File: config.mk
export PLATFORM = sky130hd
export DESIGN_NAME = mantissa_normalizer_flat
export DESIGN_NICKNAME = d
export VERILOG_FILES = /design/src/rtl/mantissa_normalizer_if.sv /design/src/rtl/mantissa_normalizer.sv /design/src/flat_wrapper.sv
export SDC_FILE = /design/constraint.sdc
export NUM_CORES = 1
export LEC_CHECK = 0
export CORE_MARGIN = 2
export CORE_UTILIZATION = 40
export CTS_BUF_LIST = sky130_fd_sc_hd__clkbuf_8 sky130_fd_sc_hd__clkbuf_16
export CTS_CLUSTER_SIZE = 12
export DETAILED_ROUTE_END_ITERATION = 8
export SYNTH_ARGS = -nofsm -noshare
export SYNTH_HDL_FRONTEND = slang
export SYNTH_SLANG_ARGS = --single-unit
File: constraint.sdc
create_clock -name clk -period 2.9 [get_ports clk]
set_input_delay 0.435 -clock clk [delete_from_list [all_inputs] [get_ports clk]]
set_output_delay 0.435 -clock clk [all_outputs]
set_load 0.01 [all_outputs]
File: src/rtl/mantissa_normalizer_if.sv
// Valid/ready bus between the adder result stage, the normalizer and the rounding stage.
interface mantissa_normalizer_if #(
    parameter int unsigned MANT_W = 24,
    parameter int unsigned EXP_W  = 8,
    parameter int unsigned LZC_W  = 5
);
    logic              in_valid;
    logic              in_ready;
    logic [MANT_W-1:0] in_mant;
    logic [EXP_W-1:0]  in_exp;
    logic              in_sign;

    logic              out_valid;
    logic              out_ready;
    logic [MANT_W-1:0] out_mant;
    logic [EXP_W-1:0]  out_exp;
    logic              out_sign;
    logic              out_zero;
    logic [LZC_W-1:0]  out_lzc;

    // Producer of un-normalized results and consumer of normalized ones
    modport master (
        output in_valid, in_mant, in_exp, in_sign, out_ready,
        input  in_ready, out_valid, out_mant, out_exp, out_sign, out_zero, out_lzc
    );

    // The normalizer itself
    modport slave (
        input  in_valid, in_mant, in_exp, in_sign, out_ready,
        output in_ready, out_valid, out_mant, out_exp, out_sign, out_zero, out_lzc
    );
endinterface

File: src/rtl/mantissa_normalizer.sv
// Two-stage left-shift normalizer: leading-zero count, then shift and exponent adjust.
// Underflow handling: NORM_DENORM_EN defined gives gradual underflow, otherwise flush to zero.
module mantissa_normalizer #(
    parameter int unsigned MANT_W = 24,
    parameter int unsigned EXP_W  = 8,
    parameter int unsigned LZC_W  = 5
) (
    input  logic                  clk,
    input  logic                  rst_n,
    mantissa_normalizer_if.slave  bus
);
    localparam int unsigned CMP_W = ((EXP_W > LZC_W) ? EXP_W : LZC_W) + 1;
    localparam logic [EXP_W-1:0] EXP_ONE = EXP_W'(1);

    logic              r_s1_valid;
    logic [MANT_W-1:0] r_s1_mant;
    logic [EXP_W-1:0]  r_s1_exp;
    logic              r_s1_sign;
    logic [LZC_W-1:0]  r_s1_lzc;

    logic              r_s2_valid;
    logic [MANT_W-1:0] r_out_mant;
    logic [EXP_W-1:0]  r_out_exp;
    logic              r_out_sign;
    logic              r_out_zero;
    logic [LZC_W-1:0]  r_out_lzc;

    logic              w_s2_adv;
    logic              w_s1_adv;
    logic [LZC_W-1:0]  w_lzc;
    logic [CMP_W-1:0]  w_exp_ext;
    logic [CMP_W-1:0]  w_lzc_ext;
    logic [MANT_W-1:0] w_n_mant;
    logic [EXP_W-1:0]  w_n_exp;
    logic              w_n_zero;
    logic [LZC_W-1:0]  w_n_lzc;
`ifdef NORM_DENORM_EN
    logic [LZC_W-1:0]  w_dn_shift;
`endif

    // Stall propagates back combinationally; there is no skid buffer
    assign w_s2_adv     = !r_s2_valid || bus.out_ready;
    assign w_s1_adv     = !r_s1_valid || w_s2_adv;
    assign bus.in_ready = w_s1_adv;

    // Leading-zero count; the highest set bit wins, all-zero gives MANT_W
    always_comb begin
        w_lzc = LZC_W'(MANT_W);
        for (int i = 0; i < MANT_W; i++) begin
            if (bus.in_mant[i]) begin
                w_lzc = LZC_W'(MANT_W - 1 - i);
            end
        end
    end

    // Stage 1: capture operands and their leading-zero count
    always_ff @(posedge clk) begin
        if (!rst_n) begin
            r_s1_valid <= 1'b0;
            r_s1_mant  <= '0;
            r_s1_exp   <= '0;
            r_s1_sign  <= 1'b0;
            r_s1_lzc   <= '0;
        end else if (w_s1_adv) begin
            r_s1_valid <= bus.in_valid;
            if (bus.in_valid) begin
                r_s1_mant <= bus.in_mant;
                r_s1_exp  <= bus.in_exp;
                r_s1_sign <= bus.in_sign;
                r_s1_lzc  <= w_lzc;
            end
        end
    end

    assign w_exp_ext = CMP_W'(r_s1_exp);
    assign w_lzc_ext = CMP_W'(r_s1_lzc);

    // Stage 2 datapath: normal shift, zero, or underflow
    always_comb begin
        w_n_mant = '0;
        w_n_exp  = '0;
        w_n_zero = 1'b0;
        w_n_lzc  = '0;
`ifdef NORM_DENORM_EN
        w_dn_shift = (r_s1_exp != '0) ? LZC_W'(r_s1_exp - EXP_ONE) : '0;
`endif
        if (r_s1_mant == '0) begin
            w_n_zero = 1'b1;
            w_n_lzc  = LZC_W'(MANT_W);
        end else if (w_exp_ext > w_lzc_ext) begin
            w_n_mant = r_s1_mant << r_s1_lzc;
            w_n_exp  = r_s1_exp - EXP_W'(r_s1_lzc);
            w_n_lzc  = r_s1_lzc;
        end else begin
`ifdef NORM_DENORM_EN
            // Shift only as far as the exponent allows and leave a denormal
            w_n_mant = r_s1_mant << w_dn_shift;
            w_n_lzc  = w_dn_shift;
`else
            w_n_zero = 1'b1;
`endif
        end
    end

    // Stage 2: output registers, held while downstream stalls
    always_ff @(posedge clk) begin
        if (!rst_n) begin
            r_s2_valid <= 1'b0;
            r_out_mant <= '0;
            r_out_exp  <= '0;
            r_out_sign <= 1'b0;
            r_out_zero <= 1'b0;
            r_out_lzc  <= '0;
        end else if (w_s2_adv) begin
            r_s2_valid <= r_s1_valid;
            if (r_s1_valid) begin
                r_out_mant <= w_n_mant;
                r_out_exp  <= w_n_exp;
                r_out_sign <= r_s1_sign;
                r_out_zero <= w_n_zero;
                r_out_lzc  <= w_n_lzc;
            end
        end
    end

    assign bus.out_valid = r_s2_valid;
    assign bus.out_mant  = r_out_mant;
    assign bus.out_exp   = r_out_exp;
    assign bus.out_sign  = r_out_sign;
    assign bus.out_zero  = r_out_zero;
    assign bus.out_lzc   = r_out_lzc;
endmodule

File: src/flat_wrapper.sv
// flat-port wrapper written by rule: the top's interface ports become plain ports
module mantissa_normalizer_flat 
#(
    parameter int unsigned MANT_W = 24,
    parameter int unsigned EXP_W  = 8,
    parameter int unsigned LZC_W  = 5
)
  (clk, rst_n, bus_in_valid, bus_in_mant, bus_in_exp, bus_in_sign, bus_out_ready, bus_in_ready, bus_out_valid, bus_out_mant, bus_out_exp, bus_out_sign, bus_out_zero, bus_out_lzc);
  mantissa_normalizer_if #(.MANT_W(MANT_W), .EXP_W(EXP_W), .LZC_W(LZC_W)) bus_i ();
  input  logic clk;
  input  logic rst_n;
  input wire logic [$bits(bus_i.in_valid)-1:0] bus_in_valid;
  input wire logic [$bits(bus_i.in_mant)-1:0] bus_in_mant;
  input wire logic [$bits(bus_i.in_exp)-1:0] bus_in_exp;
  input wire logic [$bits(bus_i.in_sign)-1:0] bus_in_sign;
  input wire logic [$bits(bus_i.out_ready)-1:0] bus_out_ready;
  output wire logic [$bits(bus_i.in_ready)-1:0] bus_in_ready;
  output wire logic [$bits(bus_i.out_valid)-1:0] bus_out_valid;
  output wire logic [$bits(bus_i.out_mant)-1:0] bus_out_mant;
  output wire logic [$bits(bus_i.out_exp)-1:0] bus_out_exp;
  output wire logic [$bits(bus_i.out_sign)-1:0] bus_out_sign;
  output wire logic [$bits(bus_i.out_zero)-1:0] bus_out_zero;
  output wire logic [$bits(bus_i.out_lzc)-1:0] bus_out_lzc;
  assign bus_i.in_valid = bus_in_valid;
  assign bus_i.in_mant = bus_in_mant;
  assign bus_i.in_exp = bus_in_exp;
  assign bus_i.in_sign = bus_in_sign;
  assign bus_i.out_ready = bus_out_ready;
  assign bus_in_ready = bus_i.in_ready;
  assign bus_out_valid = bus_i.out_valid;
  assign bus_out_mant = bus_i.out_mant;
  assign bus_out_exp = bus_i.out_exp;
  assign bus_out_sign = bus_i.out_sign;
  assign bus_out_zero = bus_i.out_zero;
  assign bus_out_lzc = bus_i.out_lzc;
  mantissa_normalizer #(.MANT_W(MANT_W), .EXP_W(EXP_W), .LZC_W(LZC_W)) u_core (.clk(clk), .rst_n(rst_n), .bus(bus_i));
endmodule
==> impl_results.md <==
- Status: finished, violations left
- Failing checks: design-rule violations
- Async SR Flop Fraction: 0%
- Ranking of synthesized cells by area: dfxtp_1 (33%), nand2_1 (9.5%), mux4_2 (8.0%)
- Worst setup path class: reg -> reg
- CTS root buf: clkbuf_16
- Final Core Density: 51.0%
- Crit path DAT: 2.79 ns
- Number of fill cells: 1114
- Post-Syn Area: 4760 sq um
- Final hold violation count: 0
- DRC violations left: 6
- Ports: 78
- CTS Hold Buffers Added: 0
- Cell row count: 39
- Type of the most critical hold path: reg -> reg
- CP endpoint kind: register
- Worst-path fanout max: 15
- Via Count: 4209
- Avg Cell Area, Syn: 8.78 sq um
- Worst path max stage delay: 0.60 ns
- Starting Density: 41.3%
- Nets: 647
- Largest net degree at the start of global routing: 36
- Area leader, netlist: dfxtp_1
- CTS tree: done
- Most frequent cells in the layout: nand2_1 (121), dfxtp_1 (79), clkdlybuf4s50_1 (76), a21boi_0 (37), nor2_1 (25)
- Post-Syn Instances: 542
- All-Layer GR Usage: 20.2%
- Final estimated routing congestion in global placement: 0.915
- Top_reg_cell synth: dfxtp_1
- DRT Pass-1 Iters: 7
- First-pass GRT wire length: 20800 um
- Clock transition at path regs: 0.06 ns
- Ys Warns: 0
- PD cells: 501 nW/um^2
- Final setup viols: 0
- Vias per cell: 5.60
- Fmax: 398 MHz
- Period minus WS final: 2.51 ns
- Worst skew pair latency: 0.33 ns
- Post-Syn Nets: 585
- Headroom to the max-slew limit: 56.0%
- Sequential-to-total area share from yosys stat: 33.2%
- CTS Sinks: 79
- Final period utilization: 86.7%
- Antenna violations before repair: 0
- Multi-input logic area: 2880 sq um
- Die ar.: 12800 sq um
- Final Max Slew Viols: 0
- Post-route ant nets: 0
- Yosys reg bits: 79
- Unique masters post-synth: 62
- Clock skew: 0.00560 ns
- Area Overhead vs Synth: 23.5%
- Cts repair resizes: 0
- RSZ-0062 raised after global routing: false
- Layout cells sized above 1: 9.70%
- Commonest non-fill, non-tap cell in the layout: nand2_1
- HPWL Detailed: 9540 um
- Startpoint types: register
- Clock buffer depth: 2
- Slew @ Worst Pin: 0.643 ns
- CP Data Required Time: 3.18 ns
- Max-cap violations: 0
- Initial drt markers: 308
- H-tree levels: 3
- Sequential cell area: 1580 sq um
- Die span in x: 113 um
- Buffers on Ports: 77
- Number of synthesized flops with an enable pin: 0
- Vias in the first global route: 3900
- Reg2Reg Setup Slack: 0.39 ns
- CTS Buf Count: 9
- Core area: 11500 sq um
- CP max-delay cell: a2111oi_0
- Total grt overflow: 0
- DRT Wirelength: 12700 um
- Peak VDD IR: 0.265 mV
- # diodes: 0
- Ordered list of cells on the worst path: clkinv_1 -> ha_1 -> o21ai_0 -> o21ai_2 -> a211o_2 -> nand2b_4 -> a2111oi_0 -> o21a_1
- Setup Buffers After CTS: 0
- Setup Total Neg Slack: 0 ns
- Share of the synthesized area in the top cell type: 33.2%
- Wire per inst: 16.9 um
- Die H: 113 um
- Static leakage: 2.10 nW
-- cell usage after synthesis, types with 5 or more instances --
cell type and number:
a21boi_0 37, a21oi_1 19, a22oi_1 8, and2_1 18, buf_6 9, clkbuf_1 21
dfxtp_1 79, ha_1 5, inv_1 8, mux2_2 6, mux2i_1 14, mux4_1 6
mux4_2 17, nand2_1 121, nand3_1 10, nor2_1 25, nor2b_1 10, nor4_1 10
o21a_1 5, o21ai_0 20, o22ai_1 9, o31ai_1 6
-- final cells by class --
cell class / count / area share [%]
Timing Repair Buffer: 90 / 14.7
Clock buffer: 9 / 3.83
Clock inverter: 6 / 1.75
Sequential cell: 79 / 26.9
Inverter: 11 / 0.703
Tap cell: 143 / 3.05
Multi-Input combinational cell: 413 / 49.0
-- critical path, delay by kind of cell, from the launching register on --
kind                       cells  cell delay, ns
AOI/OAI and AO/OA              5            1.29
adders and majority gates      1            0.47
DFF                            1            0.33
buffers and inverters          1            0.24
and+or+nand+nor                1            0.14
-- power breakdown --
part           switching (mW)  internal, mW
Combinational           0.255         0.246
Sequential             0.0519          1.13
Clock                   0.429         0.828
Total                   0.737          2.21
-- cell families after synthesis --
group	count (synthesis)	share of synthesized area, %
compound gates	143	21.1
xor+xnor	6	1.10
fa+ha+maj	6	1.74
buf+inv	50	6.21
flops	79	33.2
mux	44	16.0
simple gates	214	20.6
-- final timing paths --
| kind | startpoint | endpoint | depth (start not counted) |
|---|---|---|---|
| setup / recovery | u_core.r_s1_lzc[4] | u_core.bus.out_mant[14] | 8 |
| setup reg to reg | u_core.r_s1_lzc[4] | u_core.bus.out_mant[14] | 8 |
| hold / removal | u_core.bus.out_mant[16] | u_core.bus.out_mant[16] | 2 |
| hold reg to reg | u_core.bus.out_mant[16] | u_core.bus.out_mant[16] | 2 |
-- registers in the layout (all words and copies together) (netlist names) --
name and flops:
u_core.bus.out_valid 1, u_core.r_s1_lzc 5, u_core.bus.out_lzc 5, u_core.bus.out_zero 1, u_core.bus.out_sign 1, u_core.r_s1_exp 8
u_core.r_s1_sign 1, u_core.bus.out_exp 8, u_core.r_s1_valid 1, u_core.r_s1_mant 24, u_core.bus.out_mant 24
-- layer usage --
metal | share of wire [%] | vias up | GRT usage, % | wire, um
met5 | 0 | - | 0 | 0
met4 | 1.8 | 0 | 7.40 | 233
met3 | 6.1 | 18 | 3.70 | 771
met2 | 43 | 126 | 29.8 | 5450
met1 | 49 | 1975 | 29.5 | 6250
li1 | - | 2090 | - | -
-- stage by stage --
stage | hold slack [ns] | std cells | total power, mW | area [sq um] | setup WS (ns)
after global placement | 0.434 | 736 | 1.70 | 5550 | 0.514
after detailed placement | 0.448 | 736 | 1.71 | 5550 | 0.470
after CTS | 0.461 | 751 | 2.97 | 5870 | 0.468
after global routing | 0.485 | 751 | 3.07 | 5870 | 0.198
after floorplan | 0.441 | 542 | 1.52 | 4760 | 0.315
final | 0.457 | 751 | 2.94 | 5870 | 0.385
Power figures use the tool's default switching activity.
